<file path="src/rtl/hwtimer_mc_pkg.sv">
`default_nettype none
// +--------------------------------------------------------------------------+
// | hwtimer_mc_pkg                                                           |
// | Shared constants and helpers for the multi-channel hardware timer:       |
// | register offsets, CTRL bit positions, channel stride, bus lane helpers.  |
// | Revision: 1.0 - initial multi-channel release                            |
// +--------------------------------------------------------------------------+
package hwtimer_mc_pkg;

  localparam int CH_STRIDE = 32;

  // Byte offsets of the per-channel registers inside one channel window
  localparam logic [4:0] OFS_CTRL  = 5'h00;
  localparam logic [4:0] OFS_LOAD  = 5'h04;
  localparam logic [4:0] OFS_CNT   = 5'h08;
  localparam logic [4:0] OFS_PRESC = 5'h0C;
  localparam logic [4:0] OFS_CMP   = 5'h10;

  // CTRL bit positions
  localparam int CTRL_EN      = 0;
  localparam int CTRL_UPD     = 1;
  localparam int CTRL_ONESHOT = 2;
  localparam int CTRL_IRQEN   = 3;
  localparam int CTRL_PEND    = 4;
  localparam int CTRL_HIT     = 5;

  // Decoded per-channel write strobes
  typedef struct packed {
    logic ctrl;
    logic load;
    logic presc;
    logic cmp;
  } wr_strb_t;

  // Byte enables: 2**size bytes starting at the lane given by addr[1:0]
  function automatic logic [3:0] lane_mask(input logic [1:0] size, input logic [1:0] lane);
    logic [3:0] m;
    case (size)
      2'd0:    m = 4'b0001;
      2'd1:    m = 4'b0011;
      default: m = 4'b1111;
    endcase
    return m << lane;
  endfunction

  // Replace only the enabled bytes of old_val with those of new_val
  function automatic logic [31:0] merge_bytes(input logic [31:0] old_val,
                                              input logic [31:0] new_val,
                                              input logic [3:0]  be);
    logic [31:0] r;
    r = old_val;
    for (int b = 0; b < 4; b++) begin
      if (be[b]) r[8*b +: 8] = new_val[8*b +: 8];
    end
    return r;
  endfunction

endpackage
`default_nettype wire

</file>
<file path="src/rtl/hwtimer_ch.sv">
`default_nettype none
// +--------------------------------------------------------------------------+
// | hwtimer_ch                                                               |
// | One timer channel: prescaler, down-counter (periodic/oneshot), sticky    |
// | W1C pending bit and optional compare (pwm) output.                       |
// | Optional feature macro: HWTIMER_MC_PWM_EN (CMP register + pwm output).   |
// | Ports: clk/rst_n (async active-low); we_* decoded write strobes;         |
// |   wdata lane-shifted write data; be byte enables; *_rd register          |
// |   readback; hit (cnt==0), pending, irq_en, pwm.                          |
// | Revision: 1.0 - initial multi-channel release                            |
// +--------------------------------------------------------------------------+
module hwtimer_ch
  import hwtimer_mc_pkg::*;
#(
  parameter int CW = 32,
  parameter int PW = 16
) (
  input  logic        clk,
  input  logic        rst_n,
  input  logic        we_ctrl,
  input  logic        we_load,
  input  logic        we_presc,
  input  logic        we_cmp,
  input  logic [31:0] wdata,
  input  logic [3:0]  be,
  output logic [31:0] ctrl_rd,
  output logic [31:0] load_rd,
  output logic [31:0] cnt_rd,
  output logic [31:0] presc_rd,
  output logic [31:0] cmp_rd,
  output logic        hit,
  output logic        pending,
  output logic        irq_en,
  output logic        pwm
);

  logic          en;
  logic          upd;
  logic          oneshot;
  logic          pend;
  logic [CW-1:0] load;
  logic [CW-1:0] cnt;
  logic [CW-1:0] cnt_nxt;
  logic [PW-1:0] presc;
  logic [PW-1:0] pcnt;
  logic          tick;
  logic          expire;
  logic          ctrl_we;

  // All CTRL fields live in byte 0
  assign ctrl_we = we_ctrl & be[0];
  assign tick    = en & (pcnt == presc);
  assign hit     = (cnt == '0);
  assign pending = pend;

  // Counter step on a tick; a pending update swallows the tick
  always_comb begin
    cnt_nxt = cnt;
    expire  = 1'b0;
    if (tick && !upd) begin
      if (cnt > CW'(1)) begin
        cnt_nxt = cnt - CW'(1);
      end else if (cnt == CW'(1)) begin
        cnt_nxt = '0;
        expire  = 1'b1;
      end else if (!oneshot) begin
        cnt_nxt = load;
        expire  = (load == '0);
      end
    end
  end

  always_ff @(posedge clk or negedge rst_n) begin
    if (!rst_n) begin
      en      <= 1'b0;
      upd     <= 1'b0;
      oneshot <= 1'b0;
      irq_en  <= 1'b0;
      pend    <= 1'b0;
      load    <= '0;
      cnt     <= '0;
      presc   <= '0;
      pcnt    <= '0;
    end else begin
      // update is a one-cycle pulse acted on in the following cycle
      upd <= ctrl_we & wdata[CTRL_UPD];

      if (upd) begin
        cnt  <= load;
        pcnt <= '0;
      end else begin
        cnt  <= cnt_nxt;
        pcnt <= (en && !tick) ? pcnt + PW'(1) : '0;
      end

      // A bus write to CTRL overrides the oneshot auto-disable
      if (ctrl_we) begin
        en      <= wdata[CTRL_EN];
        oneshot <= wdata[CTRL_ONESHOT];
        irq_en  <= wdata[CTRL_IRQEN];
      end else if (expire && oneshot) begin
        en <= 1'b0;
      end

      // Set wins over a simultaneous write-1-to-clear
      if (expire) begin
        pend <= 1'b1;
      end else if (ctrl_we && wdata[CTRL_PEND]) begin
        pend <= 1'b0;
      end

      if (we_load)  load  <= CW'(merge_bytes(32'(load),  wdata, be));
      if (we_presc) presc <= PW'(merge_bytes(32'(presc), wdata, be));
    end
  end

  always_comb begin
    ctrl_rd               = '0;
    ctrl_rd[CTRL_EN]      = en;
    ctrl_rd[CTRL_UPD]     = upd;
    ctrl_rd[CTRL_ONESHOT] = oneshot;
    ctrl_rd[CTRL_IRQEN]   = irq_en;
    ctrl_rd[CTRL_PEND]    = pend;
    ctrl_rd[CTRL_HIT]     = hit;
  end

  assign load_rd  = 32'(load);
  assign cnt_rd   = 32'(cnt);
  assign presc_rd = 32'(presc);

`ifdef HWTIMER_MC_PWM_EN
  logic [CW-1:0] cmp;

  always_ff @(posedge clk or negedge rst_n) begin
    if (!rst_n) begin
      cmp <= '0;
      pwm <= 1'b0;
    end else begin
      if (we_cmp) cmp <= CW'(merge_bytes(32'(cmp), wdata, be));
      pwm <= en & (cnt < cmp);
    end
  end

  assign cmp_rd = 32'(cmp);
`else
  logic unused_we_cmp;
  assign unused_we_cmp = we_cmp;
  assign pwm           = 1'b0;
  assign cmp_rd        = '0;
`endif

endmodule
`default_nettype wire

</file>
<file path="src/rtl/hwtimer_mc.sv">
`default_nettype none
// +--------------------------------------------------------------------------+
// | hwtimer_mc                                                               |
// | NCH-channel hardware timer on the c_* valid/ready register bus.          |
// | Optional feature macro: HWTIMER_MC_PWM_EN (per-channel CMP + pwm).       |
// | Ports: c_clk, c_rstb (async active-low); irq (registered OR of           |
// |   pending&irq_enable); hit[NCH] (cnt==0); pwm[NCH]; bus c_valid,         |
// |   c_write, c_addr, c_size, c_wdata -> c_ready, c_rdata (1-cycle).        |
// | Map: channel = addr[8:5] (32 B stride), register = addr[4:2].            |
// | Revision: 1.0 - initial multi-channel release                            |
// +--------------------------------------------------------------------------+
module hwtimer_mc
  import hwtimer_mc_pkg::*;
#(
  parameter int NCH = 4,
  parameter int CW  = 32,
  parameter int PW  = 16
) (
  input  logic           c_clk,
  input  logic           c_rstb,
  output logic           irq,
  output logic [NCH-1:0] hit,
  output logic [NCH-1:0] pwm,
  output logic           c_ready,
  output logic [31:0]    c_rdata,
  input  logic [31:0]    c_wdata,
  input  logic           c_write,
  input  logic [31:0]    c_addr,
  input  logic [1:0]     c_size,
  input  logic           c_valid
);

  localparam int CH_LSB = $clog2(CH_STRIDE);

  logic [3:0]            ch;
  logic [4:0]            ofs;
  logic [1:0]            lane;
  logic [3:0]            be;
  logic [31:0]           wdata_sh;
  logic                  bus_wr;
  logic [31:0]           rd_word;
  logic [NCH-1:0][31:0]  ctrl_rd_a;
  logic [NCH-1:0][31:0]  load_rd_a;
  logic [NCH-1:0][31:0]  cnt_rd_a;
  logic [NCH-1:0][31:0]  presc_rd_a;
  logic [NCH-1:0][31:0]  cmp_rd_a;
  logic [NCH-1:0]        pend_a;
  logic [NCH-1:0]        irqen_a;
  logic                  unused_addr;

  assign ch          = c_addr[CH_LSB +: 4];
  assign ofs         = {c_addr[CH_LSB-1:2], 2'b00};
  assign lane        = c_addr[1:0];
  assign be          = lane_mask(c_size, lane);
  assign wdata_sh    = c_wdata << {lane, 3'b000};
  assign bus_wr      = c_valid & c_write;
  assign unused_addr = ^c_addr[31:CH_LSB+4];

  for (genvar i = 0; i < NCH; i++) begin : g_ch
    wr_strb_t strb;
    logic     sel;

    assign sel        = bus_wr & (ch == 4'(i));
    assign strb.ctrl  = sel & (ofs == OFS_CTRL);
    assign strb.load  = sel & (ofs == OFS_LOAD);
    assign strb.presc = sel & (ofs == OFS_PRESC);
    assign strb.cmp   = sel & (ofs == OFS_CMP);

    hwtimer_ch #(
      .CW (CW),
      .PW (PW)
    ) u_ch (
      .clk      (c_clk),
      .rst_n    (c_rstb),
      .we_ctrl  (strb.ctrl),
      .we_load  (strb.load),
      .we_presc (strb.presc),
      .we_cmp   (strb.cmp),
      .wdata    (wdata_sh),
      .be       (be),
      .ctrl_rd  (ctrl_rd_a[i]),
      .load_rd  (load_rd_a[i]),
      .cnt_rd   (cnt_rd_a[i]),
      .presc_rd (presc_rd_a[i]),
      .cmp_rd   (cmp_rd_a[i]),
      .hit      (hit[i]),
      .pending  (pend_a[i]),
      .irq_en   (irqen_a[i]),
      .pwm      (pwm[i])
    );
  end

  // Channels >= NCH never match, so they read as zero
  always_comb begin
    rd_word = '0;
    for (int i = 0; i < NCH; i++) begin
      if (ch == 4'(i)) begin
        case (ofs)
          OFS_CTRL:  rd_word = ctrl_rd_a[i];
          OFS_LOAD:  rd_word = load_rd_a[i];
          OFS_CNT:   rd_word = cnt_rd_a[i];
          OFS_PRESC: rd_word = presc_rd_a[i];
          OFS_CMP:   rd_word = cmp_rd_a[i];
          default:   rd_word = '0;
        endcase
      end
    end
  end

  always_ff @(posedge c_clk or negedge c_rstb) begin
    if (!c_rstb) begin
      c_ready <= 1'b0;
      c_rdata <= '0;
      irq     <= 1'b0;
    end else begin
      c_ready <= c_valid;
      c_rdata <= (c_valid && !c_write) ? (rd_word >> {lane, 3'b000}) : '0;
      irq     <= |(pend_a & irqen_a);
    end
  end

endmodule
`default_nettype wire

</file>
<file path="config.mk">
export PLATFORM = sky130hd
export DESIGN_NAME = hwtimer_mc
export DESIGN_NICKNAME = d
export VERILOG_FILES = /design/src/rtl/hwtimer_mc_pkg.sv /design/src/rtl/hwtimer_ch.sv /design/src/rtl/hwtimer_mc.sv
export SDC_FILE = /design/constraint.sdc
export NUM_CORES = 1
export LEC_CHECK = 0
export CAP_MARGIN = 20
export CORE_UTILIZATION = 50
export DETAILED_ROUTE_END_ITERATION = 8
export HOLD_SLACK_MARGIN = 0.08
export PLACE_DENSITY = 0.71
export SETUP_SLACK_MARGIN = 0.1
export SLEW_MARGIN = 25
export SYNTH_ARGS = -nofsm -noshare
export SYNTH_HDL_FRONTEND = slang
export SYNTH_SLANG_ARGS = --single-unit
</file>
<file path="constraint.sdc">
create_clock -name c_clk -period 2.8 [get_ports c_clk]
set_input_delay 0.42 -clock c_clk [delete_from_list [all_inputs] [get_ports c_clk]]
set_output_delay 0.42 -clock c_clk [all_outputs]
set_load 0.005 [all_outputs]
</file>
==> impl_metrics.toml, run 1 <==
[status]
run_status = "finished clean"

[min_path]
min_path_type = "in2async"

[placement]
numPortBuffers = 84
place_ws_ns = -0.3808
routabilityCongestion = 1.089
dpl.hpwl_mm = 81.38
place_inst = 3661

[worst_setup_path]
required_ns = 2.38
worstPathArrival_ns = 2.36
path_max_fanout = 5
reg2reg_slack_ns = 0.13
worstRegToRegCells = 7
crit_path_start_kind = "register"
worstSetupEndpointType = "primary output"
crit_type = "reg2out"

[yosys]
yosysUniqueCellTypes = 84
synth-main-ff-cell = "dfrtp_1"
synth-seq-cells = 438
seq_area_frac_synth_pct = 44.12
async_reset_ff_share_pct = 100.0
synth_warnings = 0
ys_top_cells_by_area = "dfrtp_1 44%, o21ai_0 5.9%, mux2_2 5.0%"
syn-cell-area_mm2 = 0.02485
avgSynthCellArea_um2 = 9.198
synthCells = 2701
synth.largest_area_cell = "dfrtp_1"
yosysTopAreaCellShare_pct = 44.12
synth_edf_count = 0

[sta]
skew_ns = 0.02178
finalMaxSlewViolations = 0
rsz0062_at_grt = "yes"
fmax_mhz = 360.2
timing.final.crit_share_pct = 99.14
worst_slack_ns = 0.02410
worst_pin_slew_ns = 0.8715
final_hold_viol_count = 0
setup_viol = 0
fin_crit_ns = 2.776
hold_slack_ns = 0.3404
max_slew_margin_pct = 41.68

[power_and_ir_drop]
pwr_density_cell_mw_per_mm2 = 722.0
leakagePower_nw = 13.80
ir_drop_mv = 0.8204

[die]
initial_core_util_pct = 50.76
core_area_mm2 = 0.04895
ios = 112
rows = 81
die_h_um = 224.9
die_w_um = 224.9
dieArea_mm2 = 0.05058

[routing]
via_per_inst = 6.746
wirelength_mm = 109.4
antenna_left = 0
num_vias = 25688
drtIter0Drc = 3721
drc = 0
drt-wirelength-per-cell_um = 28.74
dr.pass1.iters = 6

[clock_tree]
cts_tree = "done"
clk_pin_slew_ns = 0.06
ctsRootBufferMaster = "clkbuf_16"
max-clock-path-buffers = 3
clock_sinks = 438
cts-htree-levels = 2
cts_buffers = 50
insertion_delay_ns = 0.61

[final_layout]
nets = 3180
area_growth_pct = 27.46
drive_gt1_share_pct = 24.09
finalNonFillerCells = 3808

[grt]
antenna_found_initial = 15
grt_pass1_vias = 23963
grt_first_pass_wirelength_mm = 160.0
grt-ovfl-total = 0
grt.total_usage_pct = 42.96
grt_max_degree = 72

[run]
max-cap-violations = 0
[cells in the final DEF, fill, tap and decap left out, types with 18 or more instances in the layout]
master	n
nor3_1	83
clkdlybuf4s50_1	75
a221oi_1	81
nor4_1	65
a31oi_1	18
nand4_1	32
o22ai_1	22
buf_4	414
and3_1	31
a21oi_1	148
mux2i_1	32
dfrtp_1	422
mux2_2	110
nand2_1	223
buf_12	28
nor2_1	239
inv_1	56
clkbuf_16	54
o21ai_0	292
nand3_1	44
xnor2_1	58
xor2_1	61
a32oi_1	38
o2bb2ai_1	36
or3_1	19
a22oi_1	77
[sequential cells by signal, summed over array words and instances (netlist names)]
| signal | cells |
|---|---|
| g_ch.u_ch.en | 4 |
| g_ch.u_ch.upd | 4 |
| c_rdata | 32 |
| g_ch.u_ch.load_rd | 128 |
| g_ch.u_ch.oneshot | 4 |
| g_ch.u_ch.irq_en | 4 |
| irq | 1 |
| g_ch.u_ch.pcnt | 64 |
| g_ch.u_ch.cnt_rd | 128 |
| g_ch.u_ch.pending | 4 |
| g_ch.u_ch.presc | 64 |
| c_ready | 1 |
[worst max-delay path, stage by stage (launching register included)]
cell and delay, ns:
dfrtp_1 0.46, or3_1 0.44, or3_4 0.42, nor4_4 0.27
buf_2 0.16
[cell families (layout without fill, tap and decap cells)]
group,count (synthesis),count (layout),synth area share [%]
and+or+nand+nor,885,885,17.75
AOI/OAI and AO/OA,841,841,22.16
DFF,438,438,44.12
buffers and inverters,254,688,4.145
muxes,149,149,6.909
xor gates and xnor gates,119,119,4.195
adders and majority gates,14,14,0.7050
other,1,10,0.01509
[per-layer routing]
layer / GRT usage (%) / share of wire [%] / up-vias
li1: - / - / 10903
met5: 0 / 0.066 / -
met3: 10.31 / 12 / 314
met1: 61.18 / 41 / 12677
met4: 16.90 / 4.5 / 12
met2: 62.72 / 43 / 1782
[cell usage after synthesis (13+ instances only)]
master / count
dfrtp_1: 438
o21ai_0: 292
nor2_1: 239
nand2_1: 224
clkbuf_1: 150
a21oi_1: 149
mux2_2: 110
nor3_1: 89
a221oi_1: 82
nor4_1: 78
a22oi_1: 77
xor2_1: 61
inv_1: 59
xnor2_1: 58
nand3_1: 45
a32oi_1: 38
o2bb2ai_1: 36
and3_1: 35
mux2i_1: 32
nand4_1: 32
buf_2: 22
o22ai_1: 22
or3_1: 21
a31oi_1: 19
a211oi_1: 17
and2_1: 15
a221o_1: 14
a22o_1: 14
ha_1: 14
nor2b_1: 13
[repair_timing]
item                                   CTS  global route
pin swaps                               20            15
hold buffers                             1             0
endpoints found under the hold margin   49             0
setup buffers                           33            12
setup endpoints to repair               21            86
cloned                                   0             1
resized for setup                       67            25
[worst paths after layout]
kind                                                     start                             endpoint
setup / recovery            g_ch[1].u_ch.cnt_rd[6]$_DFFE_PN0P_                               hit[1]
hold / removal                                          c_rstb  g_ch[0].u_ch.cnt_rd[10]$_DFFE_PN0P_
setup reg to reg           g_ch[1].u_ch.cnt_rd[13]$_DFFE_PN0P_          g_ch[1].u_ch.en$_DFFE_PN0P_
hold reg to reg                g_ch[0].u_ch.irq_en$_DFFE_PN0P_      g_ch[0].u_ch.irq_en$_DFFE_PN0P_
max in group asynchronous                               c_rstb  g_ch[3].u_ch.cnt_rd[21]$_DFFE_PN0P_
min in group c_clk                                     c_valid                    c_ready$_DFF_PN0_
[metrics by stage]
step	power [mW]	util (%)	cell area [µm²]	TNS (ns)
2_1_floorplan	11.40	-	24860	0
3_3_place_gp	14.55	59.56	29160	-13.96
5_1_grt	23.61	64.66	31650	0
6_report	22.86	64.69	31670	0
3_5_place_dp	14.69	59.56	29160	-15.62
4_1_cts	22.22	64.21	31430	-0.05221
[power by group]
| group | internal (mW) | switching, mW | total [mW] |
|---|---|---|---|
| combinational | 3.20 | 4.55 | 7.75 |
| clock | 4.30 | 2.86 | 7.16 |
| sequential | 6.99 | 0.970 | 7.96 |
[final cells by class]
| cell class | count | area [µm²] |
|---|---|---|
| fillers | 4013 | 17280 |
| multi-input cells | 2012 | 13250 |
| flip-flops and latches | 438 | 10980 |
| repair buffers | 534 | 4587 |
| clock buffers | 71 | 1464 |
| well taps | 664 | 830.8 |
| clock inverters | 23 | 314.1 |
| inverters | 60 | 225.2 |
| diodes | 6 | 15.01 |
Note: power is estimated with default switching activity, not from simulation.
==> run 2: changes to the inputs <==
--- a/config.mk
+++ b/config.mk
@@ -9,7 +9,7 @@
 export CORE_UTILIZATION = 50
 export DETAILED_ROUTE_END_ITERATION = 8
 export HOLD_SLACK_MARGIN = 0.08
-export PLACE_DENSITY = 0.71
+export PLACE_DENSITY = 0.77
 export SETUP_SLACK_MARGIN = 0.1
 export SLEW_MARGIN = 25
 export SYNTH_ARGS = -nofsm -noshare
==> run 2 against run 1 <==
Compared with the run above: sequential share of layout area fell by 0.53 points; clock power rose by 6.1%; combinational power fell by 0.8%; largest power group unchanged; cell count barely moved; wire length rose by 0.18%; critical path depth rose by 2; setup slack got worse by 0.0016 ns; highest routed layer unchanged.
==> impl_metrics.toml, run 2 (synthesis results as in run 1) <==
[worst_setup_path]
r2r_start = "g_ch[1].u_ch.cnt_rd[25]$_DFFE_PN0P_"
crit_path_start_kind = "register"
worstPathArrival_ns = 2.36
crit_type = "reg2out"
reg2reg_slack_ns = 0.09
path_max_fanout = 3
worstRegToRegCells = 8
r2r_end = "g_ch[1].u_ch.cnt_rd[27]$_DFFE_PN0P_"
required_ns = 2.38
worstSetupEndpointType = "primary output"

[sta]
skew_ns = 0.02245
timing.final.crit_share_pct = 99.20
worst_pin_slew_ns = 1.093
fin_crit_ns = 2.777
finalMaxSlewViolations = 0
rsz0062_at_grt = "yes"
max_slew_margin_pct = 27.12
final_hold_viol_count = 0
hold_slack_ns = 0.4027
fmax_mhz = 360.0
setup_viol = 0

[clock_tree]
cts_buffers = 49
clock_sinks = 438
insertion_delay_ns = 0.62
clk_pin_slew_ns = 0.06
ctsRootBufferMaster = "clkbuf_16"
cts-htree-levels = 2
cts_tree = "done"
max-clock-path-buffers = 3

[power_and_ir_drop]
clkPwrFrac_pct = 32.6
switching_share_pct = 36.03
finalPower_mw = 23.29
internal-power_mw = 14.90
leakagePower_nw = 14.00
p_seq_share_pct = 34.3
ir_drop_mv = 0.4679
pwr_density_cell_mw_per_mm2 = 724.7
pwr-share-comb_pct = 33.0
switching_power_mw = 8.394

[run]
max-cap-violations = 0

[final_layout]
nets = 3185
final_common_cell = "dfrtp_1"
area_growth_pct = 29.37
final_area_mm2 = 0.03214
drive_gt1_share_pct = 25.06
final_cell_mix = "427 x dfrtp_1, 396 x buf_4, 264 x o21ai_0"

[die]
die_w_um = 224.9
dieArea_mm2 = 0.05058
initial_core_util_pct = 50.76
rows = 81
core_area_mm2 = 0.04895
ios = 112
die_h_um = 224.9

[placement]
dpl.hpwl_mm = 80.28
dpl_cell_area_mm2 = 0.02913
numPortBuffers = 84
routabilityCongestion = 1.075

[grt]
grt_max_degree = 77
grt_pass1_vias = 24316
grt-ovfl-total = 0
antenna_found_initial = 7
grt.total_usage_pct = 43.10
grt_first_pass_wirelength_mm = 160.4

[min_path]
min_path_type = "in2async"

[status]
run_status = "finished clean"

[routing]
via_per_inst = 6.808
antenna_left = 0
num_vias = 25939
dr.pass1.iters = 6
drtIter0Drc = 4009
wirelength_mm = 109.6
drc = 0
drt-wirelength-per-cell_um = 28.78
## run 2: changes by cell type in the layout (fill, tap and decap cells not counted), sizes merged
cell      change
inv           -2
nor2          +1
buf           +5
bufinv        +6
clkinvlp      -1
diode         -1
clkinv        -6
## run 2: final cells by class
cell class	instances	area, µm²
Fill cell	3907	16810
Multi-Input combinational cell	2013	13380
Sequential cell	438	10970
Timing Repair Buffer	539	4850
Clock buffer	71	1441
Tap cell	664	830.8
Clock inverter	20	431.7
Inverter	60	225.2
Antenna cell	5	12.51
## run 2: repair_timing
item	4_1_cts	5_1_grt
endpoints found under the setup margin	29	100
gates cloned	5	5
endpoints found under the hold margin	60	0
hold buffers	1	0
gates resized for setup	129	43
pin swaps	47	24
buffers inserted	36	23
## run 2: power groups by stage
stage	clock network, mW	logic, mW	registers, mW
2_1_floorplan	0	3.76	7.63
3_3_place_gp	0	6.62	7.98
3_5_place_dp	0	6.75	8.00
4_1_cts	7.62	7.19	7.92
5_1_grt	7.86	8.21	8.04
6_report	7.60	7.69	8.00
## run 2: through the flow
step	TNS (ns)	util, %	setup slack (ns)	cells
finish	0	65.66	0.02254	3810
global route	-0.1401	65.64	-0.05379	3805
CTS	-0.03130	64.93	-0.03130	3781
detailed placement	-7.363	59.51	-0.5489	3649
global placement	-6.235	59.51	-0.4721	3649
floorplan	0	-	0.1319	2704
## run 2: worst max-delay path by stage
stage / end / start / cells past startpoint / slack [ns]
after detailed placement: c_rdata[5]$_DFF_PN0_ / c_addr[8] / 8 / -0.55
final: hit[2] / g_ch[2].u_ch.cnt_rd[21]$_DFFE_PN0P_ / 6 / 0.02
after CTS: hit[1] / g_ch[1].u_ch.cnt_rd[26]$_DFFE_PN0P_ / 5 / -0.03
after floorplan: g_ch[1].u_ch.cnt_rd[27]$_DFFE_PN0P_ / g_ch[1].u_ch.cnt_rd[25]$_DFFE_PN0P_ / 8 / 0.13
after global routing: g_ch[3].u_ch.cnt_rd[31]$_DFFE_PN0P_ / g_ch[3].u_ch.cnt_rd[0]$_DFFE_PN0P_ / 9 / -0.05
after global placement: c_rdata[5]$_DFF_PN0_ / c_addr[8] / 8 / -0.47
## run 2: worst max-delay path: stages (launching register included)
cell	delay [ns]
dfrtp_1	0.38
or4_4	0.57
nor4_4	0.16
buf_4	0.17
and3_4	0.18
and3_4	0.19
buf_6	0.09
## run 2: routing by layer
metal	wire [µm]	track usage, %
met5	11	0
met3	13340	9.544
met1	43500	60.59
met4	6216	21.51
met2	46570	62.50
